$ cat src/rtl/mem_pkg.sv
`default_nettype none
// ============================================================================
// Module      : mem_pkg
// Description : Shared widths and response-owner encodings for mem_arb.
// Revision    : 1.0 - initial release
// ============================================================================
package mem_pkg;

   localparam int WORD_W = 32;
   localparam int MASK_W = 4;

   // One-hot {D,I} owner of the access issued in the previous cycle
   localparam logic [1:0] OWN_NONE = 2'b00;
   localparam logic [1:0] OWN_I    = 2'b01;
   localparam logic [1:0] OWN_D    = 2'b10;

endpackage : mem_pkg
`default_nettype wire

$ cat src/rtl/mem_arb.sv
`default_nettype none
// ============================================================================
// Module      : mem_arb
// Description : Fetch / load-store arbiter for a single-ported synchronous memory,
//               data-priority with a bounded fetch starvation streak.
// Revision    : 1.0 - initial release
// ============================================================================
module mem_arb
   import mem_pkg::*;
#(
   parameter int MAX_D_STREAK = 4
) (
   input  logic              clk,
   input  logic              reset,
   input  logic              i_req,
   input  logic [WORD_W-1:0] i_addr,
   output logic              i_gnt,
   output logic              i_rvalid,
   output logic [WORD_W-1:0] i_rdata,
   input  logic              d_req,
   input  logic [WORD_W-1:0] d_addr,
   input  logic [MASK_W-1:0] d_wmask,
   input  logic [WORD_W-1:0] d_wdata,
   output logic              d_gnt,
   output logic              d_rvalid,
   output logic [WORD_W-1:0] d_rdata,
   output logic [WORD_W-1:0] m_addr,
   output logic [MASK_W-1:0] m_wmask,
   output logic [WORD_W-1:0] m_wdata,
   input  logic [WORD_W-1:0] m_rdata
);

   localparam logic [3:0] c_max_streak = 4'(MAX_D_STREAK);

   logic [3:0] r_d_streak;
   logic [1:0] r_owner;
   logic       w_d_win;
   logic       w_i_gnt;
   logic       w_d_gnt;

   // Data wins unless it has already starved a pending fetch for the full streak
   always_comb begin
      w_d_win = d_req && (!i_req || (r_d_streak != c_max_streak));
      w_d_gnt = w_d_win && !reset;
      w_i_gnt = i_req && !w_d_win && !reset;
   end

   always_comb begin
      m_addr  = d_addr;
      m_wmask = '0;
      m_wdata = '0;
      if (w_d_gnt) begin
         m_wmask = d_wmask;
         m_wdata = d_wdata;
      end else if (w_i_gnt) begin
         m_addr  = i_addr;
      end
   end

   always_ff @(posedge clk) begin
      if (reset) begin
         r_d_streak <= 4'd0;
      end else if (!i_req || w_i_gnt) begin
         r_d_streak <= 4'd0;
      end else if (w_d_gnt && (r_d_streak != c_max_streak)) begin
         r_d_streak <= r_d_streak + 4'd1;
      end
   end

   always_ff @(posedge clk) begin
      if (reset) begin
         r_owner <= OWN_NONE;
      end else if (w_d_gnt) begin
         r_owner <= OWN_D;
      end else if (w_i_gnt) begin
         r_owner <= OWN_I;
      end else begin
         r_owner <= OWN_NONE;
      end
   end

   assign i_gnt    = w_i_gnt;
   assign d_gnt    = w_d_gnt;
   // Masking with reset drops a response whose grant was followed by reset
   assign i_rvalid = r_owner[0] && !reset;
   assign d_rvalid = r_owner[1] && !reset;
   assign i_rdata  = m_rdata;
   assign d_rdata  = m_rdata;

endmodule : mem_arb
`default_nettype wire

$ cat config.mk
export PLATFORM = sky130hd
export DESIGN_NAME = mem_arb
export DESIGN_NICKNAME = d
export VERILOG_FILES = /design/src/rtl/mem_pkg.sv /design/src/rtl/mem_arb.sv
export SDC_FILE = /design/constraint.sdc
export NUM_CORES = 1
export LEC_CHECK = 0
export BUFFER_PORTS_ARGS = -buffer_cell sky130_fd_sc_hd__buf_2
export CORE_AREA = 4 4 104 106
export DETAILED_ROUTE_END_ITERATION = 7
export DIE_AREA = 0 0 108 110
export GPL_ROUTABILITY_DRIVEN = 1
export SYNTH_ARGS = -nofsm -noshare
export SYNTH_HDL_FRONTEND = slang
export SYNTH_SLANG_ARGS = --single-unit
export TNS_END_PERCENT = 50
$ cat constraint.sdc
create_clock -name clk -period 2.52 [get_ports clk]
set_clock_uncertainty 0.2 [all_clocks]
set_input_delay 0.252 -clock clk [delete_from_list [all_inputs] [get_ports clk]]
set_output_delay 0.252 -clock clk [all_outputs]
set_load 0.03 [all_outputs]
[Yosys cells after proc, flatten, opt, wreduce, memory -nomap -nowiden]
Index checks and enable logic that the tools add are counted.
Word-level totals
  register bits: 6
Operators by class
  $add $sub $neg: 1
  equal/unequal tests: 1
  muxes and demuxes: 6
  reductions and logical operators: 14
Operator list (count)
  2-to-1 mux 32 bit: 3
  logical AND 1 bit: 7
  adder 4 x 1 -> 4 bit (second input constant): 1
  2-to-1 mux 4 bit: 1
  != test 4 x 3 -> 1 bit (second input constant): 1
  OR reduction 2 bit: 2
  zero test 1 bit: 3
  logical OR 1 bit: 2
  2-to-1 mux 2 bit: 1
  2-to-1 mux 1 bit: 1

[Logic depth before layout (Yosys ltp)]
Gate-level depths: netlist of the first run.
  depth in word-level cells: 8
  depth in mapped cells: 6

[Worst setup path before layout of the first run]
OpenSTA, ideal clock, no wires.
  path kind: register to output
  start point: register r_d_streak[0]
  end point: output port m_wdata[25]
  data arrival time: 1.753 ns
  data required time: 2.068 ns
  path slack: 0.315 ns
  stages on the path, launching flop included: 7
  buffers on the path: 1
  cell sequence: dfxtp_1 inv_1 ha_1 nand3b_4 o211a_1 clkbuf_1 and2_1
Between the ends
  word-level cells in the longest chain between the ends: 5
Ends and longest elaborated chain
  start: declaration: RTL line mem_arb.sv:35  | logic [3:0] r_d_streak;
  start signal: assignment: RTL line mem_arb.sv:66  | r_d_streak <= r_d_streak + 4'd1;
  != test 4 x 3 -> 1 bit: RTL line mem_arb.sv:43  | w_d_win = d_req && (!i_req || (r_d_streak != c_max_streak));
  logical OR 1 bit: RTL line mem_arb.sv:43
  logical AND 1 bit: RTL line mem_arb.sv:43
  logical AND 1 bit: RTL line mem_arb.sv:44  | w_d_gnt = w_d_win && !reset;
  net d_gnt: RTL line mem_arb.sv:24  | output logic d_gnt,
  2-to-1 mux 32 bit: RTL line mem_arb.sv:52  | if (w_d_gnt) begin
  end: declaration: RTL line mem_arb.sv:29  | output logic [WORD_W-1:0] m_wdata,
The timed path passes the listed nets, and every way through them passes these cells.

[Final worst setup path of the first run]
  start point: register r_d_streak[0]
  end point: output port m_addr[1]
Between the ends
  word-level cells in the longest chain between the ends: 8
Ends and longest elaborated chain
  != test 4 x 3 -> 1 bit (*): RTL line mem_arb.sv:43
  logical OR 1 bit (*): RTL line mem_arb.sv:43
  logical AND 1 bit (*): RTL line mem_arb.sv:43
  zero test 1 bit: RTL line mem_arb.sv:45  | w_i_gnt = i_req && !w_d_win && !reset;
  logical AND 1 bit (2 in series): RTL line mem_arb.sv:45
  2-to-1 mux 32 bit: RTL line mem_arb.sv:55  | end else if (w_i_gnt) begin
  2-to-1 mux 32 bit (*): RTL line mem_arb.sv:52
  end: declaration: RTL line mem_arb.sv:27  | output logic [WORD_W-1:0] m_addr,
Mark *: on every way between the ends. The rest lies on a longest branch, timed or not.

==> results of run 1 <==
through the flow:
stage,power [mW],setup TNS (ns),hold WS (ns),instances,utilization
CTS,0.611,0,0.108,410,0.204
detailed placement,0.463,0,0.257,407,0.200
finish,0.612,0,0.114,414,0.210
floorplan,0.502,0,0.130,167,-
global placement,0.461,0,0.250,407,0.200
global route,0.648,-0.00293,0.119,414,0.210
routing by layer:
layer	track usage	share of wire	vias up
li1	-	-	703
met1	0.0754	0.32	612
met2	0.120	0.48	162
met3	0.0344	0.17	10
met4	0.0252	0.019	0
met5	0	0	-
repair_timing:
item,CTS,global route
buffers inserted,0,2
gates resized for setup,0,5
endpoints found under the setup margin,0,27
hold endpoints to repair,0,0
cell usage in the layout, fill, tap and decap left out, drive strengths merged:
cell type | synthesis | layout
nor2b | 2 | 2
ha | 2 | 2
xor2 | 2 | 2
buf | 67 | 179
a211oi | 2 | 2
o211a | 2 | 2
nand3b | 2 | 2
nor2 | 4 | 4
mux2 | 32 | 32
inv | 5 | 5
nand4 | 1 | 1
and2 | 36 | 36
nand3 | 1 | 1
clkbuf | 3 | 5
dfxtp | 6 | 6
worst max-delay path by stage:
| stage | start | depth (start not counted) | end |
|---|---|---|---|
| 2_1_floorplan | r_d_streak[0] | 6 | m_wdata[25] |
| 3_3_place_gp | r_d_streak[0] | 7 | m_addr[29] |
| 3_5_place_dp | r_d_streak[0] | 7 | m_addr[29] |
| 4_1_cts | r_d_streak[0] | 7 | m_addr[29] |
| 5_1_grt | r_d_streak[0] | 8 | m_addr[20] |
| 6_report | r_d_streak[0] | 8 | m_addr[1] |
where the power goes:
group	leakage (nW)	switching, mW	internal [mW]
sequential	0.0489	0.00109	0.0979
combinational	1.08	0.215	0.154
clock	0.0216	0.0411	0.103
total	1.15	0.257	0.355
sequential cells by signal, indices dropped and copies added (netlist names):
signal and cells:
r_owner 2, r_d_streak 4
area by class of cell:
| type | instances | area [µm²] |
|---|---|---|
| well taps | 133 | 166 |
| flip-flops and latches | 6 | 120 |
| repair buffers | 181 | 960 |
| inverters | 5 | 18.8 |
| clock buffers | 3 | 41.3 |
| multi-input cells | 86 | 748 |
| fillers | 1099 | 7720 |
cell families (layout without fill, tap and decap cells):
logic type	count (synthesis)	after routing	synth area share
AOI/OAI and AO/OA	4	4	0.0338
DFF	6	6	0.0854
buffers and inverters	75	189	0.387
muxes	32	32	0.256
and+or+nand+nor	46	46	0.207
adders and majority gates	2	2	0.0178
xor gates and xnor gates	2	2	0.0125
==> flow_metrics.env, run 1 <==
export IMPL_worst_pin_slew_ns=0.272
export IMPL_design_portCount=272
export IMPL_synth_cells_most_frequent="buf_4, and2_1, mux2_2, dfxtp_1, inv_1"
export IMPL_maximum_clock_path_buffer_count=2
export IMPL_first_global_vias=1420
export IMPL_post_route_cells_drive_above_1_share=0.779
export IMPL_vdd_ir_drop_worst_uv=125
export IMPL_post_route_worst_setup_slack_ns=0.0602
export IMPL_via_count=1487
export IMPL_synth_top_cells_by_area="buf_4, mux2_2, and2_1"
export IMPL_yosys_warnings=0
export IMPL_synth_top_area_frac=0.342
export IMPL_synth_area_um2=1410
export IMPL_timing_critical_path_arrival_ns=2.01
export IMPL_synthDistinctLibCells=18
export IMPL_std_cell_rows=36
export IMPL_r2r_end="r_d_streak[3]"
export IMPL_cp_slowest_stage_delay_ns=0.37
export IMPL_setup_reg_to_reg_worst_slack_ns=1.22
export IMPL_min_to="r_owner[0]"
export IMPL_minimum_clock_period_after_layout_ns=2.46
export IMPL_area_growth_synth_to_final_pct=46.1
export IMPL_synth_flop_cell="dfxtp_1"
export IMPL_io_buffers=175
export IMPL_yosysMostFrequentCell="buf_4"
export IMPL_timing_fmax_ghz=0.407
export IMPL_yosysSeqAreaShare=0.0854
export IMPL_overall_die_area_um2=11900
export IMPL_timing_rr_start="r_d_streak[0]"
export IMPL_post_drt_via_cell_ratio=3.59
export IMPL_worst_path_buf_inv=4
export IMPL_number_of_antenna_violations_at_the_first_check_in_global_routing=0
export IMPL_crit_path_cell_trace="inv_1, ha_2, nand3b_4, a211oi_4, buf_4, buf_12, mux2_2, buf_2"
export IMPL_crit_path_start_kind="flop"
export IMPL_worst_endpoint_required_ns=2.07
export IMPL_insertion_delay_ns=0.22
export IMPL_pre_cts_ws_ns=0.251
export IMPL_avgSynthCellArea_um2=8.42
export IMPL_crit_type="flop to primary output"
export IMPL_postCtsHoldBufs=0
export IMPL_cts_sinks=6
export IMPL_power_static_leakage_nw=1.15
export IMPL_critical_path_cell_with_the_highest_stage_delay="mux2_2"
export IMPL_edff_count_synth=0
export IMPL_cts_buffers_inserted=3
export IMPL_finish_net_count=421
export IMPL_final_design_area_no_fill_um2=2050
export IMPL_synth_net_count=305
export IMPL_clk_pin_slew_ns=0.04
export IMPL_total_routed_wirelength_um=5360
export IMPL_postSynthRegisterBits=6
export IMPL_finalHoldViolations=0
export IMPL_hold_path_class="input port to flop"
export IMPL_drc_errors=0
export IMPL_outcome="finished, final reports clean"
export IMPL_post_route_period_util=0.976
export IMPL_max_cap_viol_count=0
export IMPL_timing_slew_headroom=0.819
export IMPL_grt_first_pass_wirelength_um=6690
export IMPL_core_area_um2=9770
export IMPL_initial_core_util=0.144
export IMPL_timing_max_transition_violations_final=0
export IMPL_critPathCaptureType="primary output"
export IMPL_drt_wirelength_per_cell_um=12.9
export IMPL_cts_tree="yes"
export IMPL_h_tree_levels=1
export IMPL_ant_nets=0
export IMPL_grt_use_total=0.0703
export IMPL_power_density_cell_area_nw_per_um2=298
export IMPL_first_iter_violations=47
export IMPL_globalRoute_totalOverflow=0
export IMPL_worst_path_max_fanout=17
export IMPL_cell_chosen_for_the_clock_root="clkbuf_8"
export IMPL_synthDominantAreaCellType="buf_4"
export IMPL_gpl_final_weighted_congestion=0.650
export IMPL_placed_area_um2=1950
export IMPL_timing_hold_worst_path_depth=2
export IMPL_die_width_um=108
export IMPL_cp_top_family="buffers and inverters"
export IMPL_postSynthCellCount=167
export IMPL_min_delay_startpoint="reset"
export IMPL_grt_max_degree=38
export IMPL_place_detailed_hpwl_um=4590
export IMPL_num_antenna_cells=0
export IMPL_worst_r2r_path_depth=5
export IMPL_setup_viol_count_final=0
export IMPL_detail_route_first_pass_iterations=4
export IMPL_vertical_die_dimension_um=110
export IMPL_synth_async_sr_flop_share=0
No activity file was read; power rests on OpenSTA's default activity.
==> run 2: changes to the inputs <==
- ABC_AREA: unset -> 1
- CORE_AREA: 4 4 104 106 -> 4 4 103 105
- DIE_AREA: 0 0 108 110 -> 0 0 107 109
- GPL_ROUTABILITY_DRIVEN: 1 -> 0
==> run 2 against run 1 <==
Compared with the run above:
- first-iteration DRC count decreased by 32%
- area after synthesis grew 7.3%
- combinational power barely moved
- clock power barely moved
- non-clock buffer count fell by 4
- final cell count rose by 27%
- hold slack gained 0.040 ns
==> flow_metrics.env, run 2 <==
export IMPL_outcome="finished, final reports clean"
export IMPL_synth_top_cells_by_area="buf_4, nand2_1, inv_1"
export IMPL_timing_max_transition_violations_final=0
export IMPL_cts_setup_buffers=0
export IMPL_hold_path_class="input port to flop"
export IMPL_minimum_clock_period_after_layout_ns=2.26
export IMPL_setup_viol_count_final=0
export IMPL_number_of_antenna_violations_at_the_first_check_in_global_routing=0
export IMPL_largest_registers="r_d_streak (4), r_owner (2)"
export IMPL_insertion_delay_ns=0.22
export IMPL_drc_errors=0
export IMPL_ant_nets=0
export IMPL_timing_critical_path_arrival_ns=1.81
export IMPL_power_density_cell_area_nw_per_um2=296
export IMPL_finalHoldViolations=0
export IMPL_std_cell_rows=36
export IMPL_core_area_um2=9640
export IMPL_maximum_clock_path_buffer_count=2
export IMPL_post_route_period_util=0.897
export IMPL_yosysMostFrequentCell="nand2_1"
export IMPL_post_route_cells_drive_above_1_share=0.466
export IMPL_vertical_die_dimension_um=109
export IMPL_rsz0062_at_grt="no"
export IMPL_largest_register_ff_count=4
export IMPL_ctsResizeCount=0
export IMPL_cts_buffers_inserted=3
export IMPL_avgSynthCellArea_um2=5.24
export IMPL_grt_use_total=0.0781
export IMPL_vdd_ir_drop_worst_uv=259
export IMPL_synth_async_sr_flop_share=0
export IMPL_initial_core_util=0.157
export IMPL_yosys_warnings=0
export IMPL_drt_wirelength_per_cell_um=9.85
export IMPL_worst_pin_slew_ns=0.299
export IMPL_die_width_um=107
export IMPL_synth_cells_most_frequent="nand2_1, buf_4, inv_1, nor2_1, buf_2"
export IMPL_first_global_vias=1639
export IMPL_timing_slew_headroom=0.801
export IMPL_crit_type="flop to primary output"
export IMPL_postSynthRegisterBits=6
export IMPL_area_growth_synth_to_final_pct=37.1
export IMPL_synth_top_area_frac=0.323
export IMPL_place_detailed_hpwl_um=4400
export IMPL_leading_cell_types_in_the_layout_fill_and_taps_excluded="buf_2, nand2_1, inv_1, nor2_1, dfxtp_1"
export IMPL_sum_neg_setup_slack_ns=0
export IMPL_timing_critical_path_from="r_d_streak[0]"
export IMPL_min_delay_startpoint="i_req"
export IMPL_timing_fmax_ghz=0.442
export IMPL_num_antenna_cells=0
export IMPL_design_portCount=272
export IMPL_finish_net_count=533
export IMPL_synth_flop_cell="dfxtp_1"
export IMPL_critPathCaptureType="primary output"
export IMPL_largest_register="r_d_streak"
export IMPL_grt_max_degree=40
export IMPL_postCtsHoldBufs=0
export IMPL_yosysSeqAreaShare=0.0796
export IMPL_clk_pin_slew_ns=0.04
export IMPL_total_routed_wirelength_um=5180
export IMPL_synthDominantAreaCellType="buf_4"
export IMPL_via_count=1827
export IMPL_io_buffers=175
export IMPL_worst_path_max_fanout=33
export IMPL_cell_chosen_for_the_clock_root="clkbuf_8"
export IMPL_final_common_cell="buf_2"
export IMPL_crit_path_start_kind="flop"
export IMPL_power_static_leakage_nw=1.50
export IMPL_synth_net_count=426
export IMPL_first_iter_violations=32
export IMPL_h_tree_levels=1
export IMPL_max_cap_viol_count=0
export IMPL_postSynthCellCount=288
export IMPL_edff_count_synth=0
export IMPL_overall_die_area_um2=11700
export IMPL_grt_first_pass_wirelength_um=7490
export IMPL_synth_area_um2=1510
export IMPL_cts_tree="yes"
export IMPL_post_drt_via_cell_ratio=3.47
export IMPL_post_route_worst_setup_slack_ns=0.259
export IMPL_cts_sinks=6
export IMPL_pre_cts_ws_ns=0.376
export IMPL_timing_rr_start="r_d_streak[0]"
export IMPL_worst_endpoint_required_ns=2.07
export IMPL_globalRoute_totalOverflow=0
export IMPL_synthDistinctLibCells=16
export IMPL_detail_route_first_pass_iterations=4
==> run 2: layer usage <==
layer  global-route usage  part of all wire
met1               0.0877              0.38
met2                0.133              0.49
met3               0.0332              0.11
met4               0.0283             0.019
met5                    0                 0
==> run 2: area by class of cell <==
| type | instances | area (µm²) |
|---|---|---|
| Multi-Input combinational cell | 159 | 651 |
| Tap cell | 133 | 166 |
| Sequential cell | 6 | 120 |
| Timing Repair Buffer | 177 | 907 |
| Inverter | 48 | 183 |
| Fill cell | 1135 | 7570 |
| Clock buffer | 3 | 41.3 |
==> run 2: metrics by stage <==
| step | cells | power, mW | hold WS, ns | area [µm²] | util |
|---|---|---|---|---|---|
| after global routing | 526 | 0.662 | 0.199 | 2070 | 0.215 |
| after floorplan | 288 | 0.510 | 0.215 | 1510 | - |
| after CTS | 526 | 0.622 | 0.153 | 2060 | 0.214 |
| final | 526 | 0.613 | 0.153 | 2070 | 0.215 |
| after detailed placement | 523 | 0.471 | 0.304 | 2020 | 0.210 |
| after global placement | 523 | 0.472 | 0.304 | 2020 | 0.210 |
==> run 2: critical path, stage by stage (launching register included) <==
cell	delay [ns]
dfxtp_1	0.38
inv_1	0.08
ha_1	0.24
nand4_2	0.11
nand2_1	0.07
nand3_2	0.10
buf_6	0.25
nand2_1	0.10
nand2_1	0.08
buf_2	0.19
==> run 2: kinds of logic (layout without fill, tap and decap cells) <==
group / after synthesis / count (layout) / share of synthesized area
buffers and inverters: 123 / 228 / 0.489
AO/OA/AOI/OAI: 3 / 3 / 0.0124
flip-flops: 6 / 6 / 0.0796
adder cells (fa/ha/maj): 2 / 2 / 0.0166
XOR/XNOR: 1 / 1 / 0.00581
AND/OR/NAND/NOR: 153 / 153 / 0.396
==> run 2: where the power goes <==
part	internal, mW	leakage, nW	switching, mW
registers	0.0979	0.0489	0.00138
logic	0.132	1.43	0.237
clock network	0.103	0.0216	0.0421
total	0.332	1.50	0.281
==> run 2: final timing paths <==
path | end | slack, ns | cells past startpoint
max | m_addr[28] | 0.26 | 9
min | r_d_streak[3] | 0.15 | 3
max reg2reg | r_d_streak[0] | 0.82 | 8
min reg2reg | r_d_streak[0] | 0.32 | 2
==> run 3: changes to the inputs <==
- MAX_ROUTING_LAYER: unset -> met4
- clock period: 2.52 -> 2.5 ns (I/O delays scaled with it)
==> run 3 against run 2 <==
Compared with the run above:
- wire length up 0.98%
- via count down 0.66%
- clock-buffer cell count did not move
- final area is the same
- sequential share of layout area unchanged
- clock power about the same
- register-to-register slack worse by 0.06 ns
- utilization stayed put
- final cell count did not move
- non-clock buffer count stayed put
- critical path depth is the same
- power rose by 1.2%
==> flow_metrics.env, run 3 (synthesis results as in run 2) <==
export IMPL_setup_viol_count_final=0
export IMPL_insertion_delay_ns=0.22
export IMPL_via_count=1815
export IMPL_timing_fmax_ghz=0.442
export IMPL_wl_met2_um=2480
export IMPL_cts_setup_buffers=0
export IMPL_timing_critical_path_arrival_ns=1.81
export IMPL_detail_route_first_pass_iterations=4
export IMPL_post_route_cells_drive_above_1_share=0.466
export IMPL_minimum_clock_period_after_layout_ns=2.26
export IMPL_cts_sinks=6
export IMPL_post_route_period_util=0.905
export IMPL_worst_path_max_fanout=33
export IMPL_maximum_clock_path_buffer_count=2
export IMPL_post_drt_via_cell_ratio=3.45
export IMPL_timing_critical_path_from="r_d_streak[0]"
export IMPL_postLayoutCoreUtil=0.215
export IMPL_cp_top_family="buffers and inverters"
export IMPL_route_met3_wl_um=514
export IMPL_critPathCaptureType="primary output"
export IMPL_crit_path_cell_trace="inv_1, ha_1, nand4_2, nand2_1, nand3_2, inv_4, nand2_1, nand2_1, buf_2"
export IMPL_final_fill_count=1143
export IMPL_top_signal_layer_used="met4"
export IMPL_initial_core_util=0.157
export IMPL_core_area_um2=9640
export IMPL_h_tree_levels=1
export IMPL_post_route_worst_setup_slack_ns=0.237
export IMPL_grt_use_total=0.0805
export IMPL_cp_num_cells=9
export IMPL_timing_critical_path_mode_cell="nand2_1"
export IMPL_placed_area_um2=2020
export IMPL_drc_errors=0
export IMPL_first_global_vias=1639
export IMPL_hold_path_class="input port to flop"
export IMPL_worst_pin_slew_ns=0.316
export IMPL_design_portCount=272
export IMPL_outcome="finished, final reports clean"
export IMPL_crit_path_start_kind="flop"
export IMPL_vertical_die_dimension_um=109
export IMPL_wl_met1_um=2120
export IMPL_vdd_ir_drop_worst_uv=266
export IMPL_area_used_by_multi_input_combinational_logic_um2=651
export IMPL_io_buffers=175
export IMPL_hold_ws_ns=0.154
export IMPL_overall_die_area_um2=11700
export IMPL_clk_pin_slew_ns=0.04
export IMPL_pre_cts_ws_ns=0.352
export IMPL_timing_max_transition_violations_final=0
export IMPL_setup_reg_to_reg_worst_slack_ns=0.76
export IMPL_timing_slew_headroom=0.790
export IMPL_postCtsHoldBufs=0
export IMPL_total_routed_wirelength_um=5230
export IMPL_placedCellCount=523
export IMPL_total_power_mw=0.620
export IMPL_timing_rr_start="r_d_streak[0]"
export IMPL_max_cap_viol_count=0
export IMPL_finalHoldViolations=0
export IMPL_crit_type="flop to primary output"
export IMPL_final_common_cell="buf_2"
export IMPL_final_seq_area_um2=120
export IMPL_power_static_leakage_nw=1.50
export IMPL_worst_endpoint_required_ns=2.05
export IMPL_number_of_antenna_violations_at_the_first_check_in_global_routing=0
export IMPL_cts_buffers_inserted=3
export IMPL_worst_r2r_path_depth=8
export IMPL_cell_chosen_for_the_clock_root="clkbuf_8"
export IMPL_critical_path_cell_with_the_highest_stage_delay="dfxtp_1"
export IMPL_cts_tree="yes"
export IMPL_largest_registers="r_d_streak (4), r_owner (2)"
export IMPL_endpoint="m_addr[2]"
export IMPL_first_iter_violations=49
export IMPL_worst_path_buf_inv=3
export IMPL_finish_net_count=533
export IMPL_sum_neg_setup_slack_ns=0
export IMPL_grt_max_degree=40
export IMPL_rsz0062_at_grt="no"
export IMPL_place_detailed_hpwl_um=4420
export IMPL_area_growth_synth_to_final_pct=37.1
export IMPL_std_cell_rows=36
export IMPL_final_cells=526
export IMPL_drt_wirelength_per_cell_um=9.94
export IMPL_r2r_end="r_d_streak[0]"
export IMPL_final_design_area_no_fill_um2=2070
export IMPL_cp_slowest_stage_delay_ns=0.34
export IMPL_die_width_um=107
export IMPL_largest_register="r_d_streak"
export IMPL_ctsResizeCount=0
export IMPL_power_density_cell_area_nw_per_um2=300
export IMPL_ant_nets=0
export IMPL_globalRoute_totalOverflow=0
export IMPL_num_antenna_cells=0
export IMPL_grt_first_pass_wirelength_um=7470
export IMPL_leading_cell_types_in_the_layout_fill_and_taps_excluded="buf_2, nand2_1, inv_1, nor2_1, dfxtp_1"
export IMPL_largest_register_ff_count=4
run 3: how the worst min path moves through the flow:
stage                startpoint            end  cells after the start
floorplan                 i_req  r_d_streak[3]                      2
global placement    m_rdata[13]    d_rdata[13]                      0
detailed placement  m_rdata[13]    d_rdata[13]                      0
CTS                       i_req  r_d_streak[3]                      3
global route              i_req  r_d_streak[3]                      3
finish                    i_req  r_d_streak[3]                      3
run 3: power breakdown:
part           total [mW]  switching, mW  internal, mW
Clock               0.148         0.0441         0.104
Sequential         0.0999        0.00132        0.0986
Combinational       0.373          0.240         0.133
run 3: final cells by class:
| cell class | instances | share of cell area |
|---|---|---|
| inverters | 48 | 0.0883 |
| well taps | 133 | 0.0805 |
| clock buffers | 3 | 0.0200 |
| multi-input cells | 159 | 0.315 |
| flip-flops and latches | 6 | 0.0581 |
| repair buffers | 177 | 0.439 |
run 3: worst min-delay path, stage by stage:
cell and delay [ns]:
buf_2 0.14, o2111ai_1 0.10, inv_1 0.04
run 3: layer usage:
metal,up-vias,global-route usage
met2,114,0.135
met5,-,-
met1,714,0.0898
met3,20,0.0231
met4,0,0.0338
li1,967,-
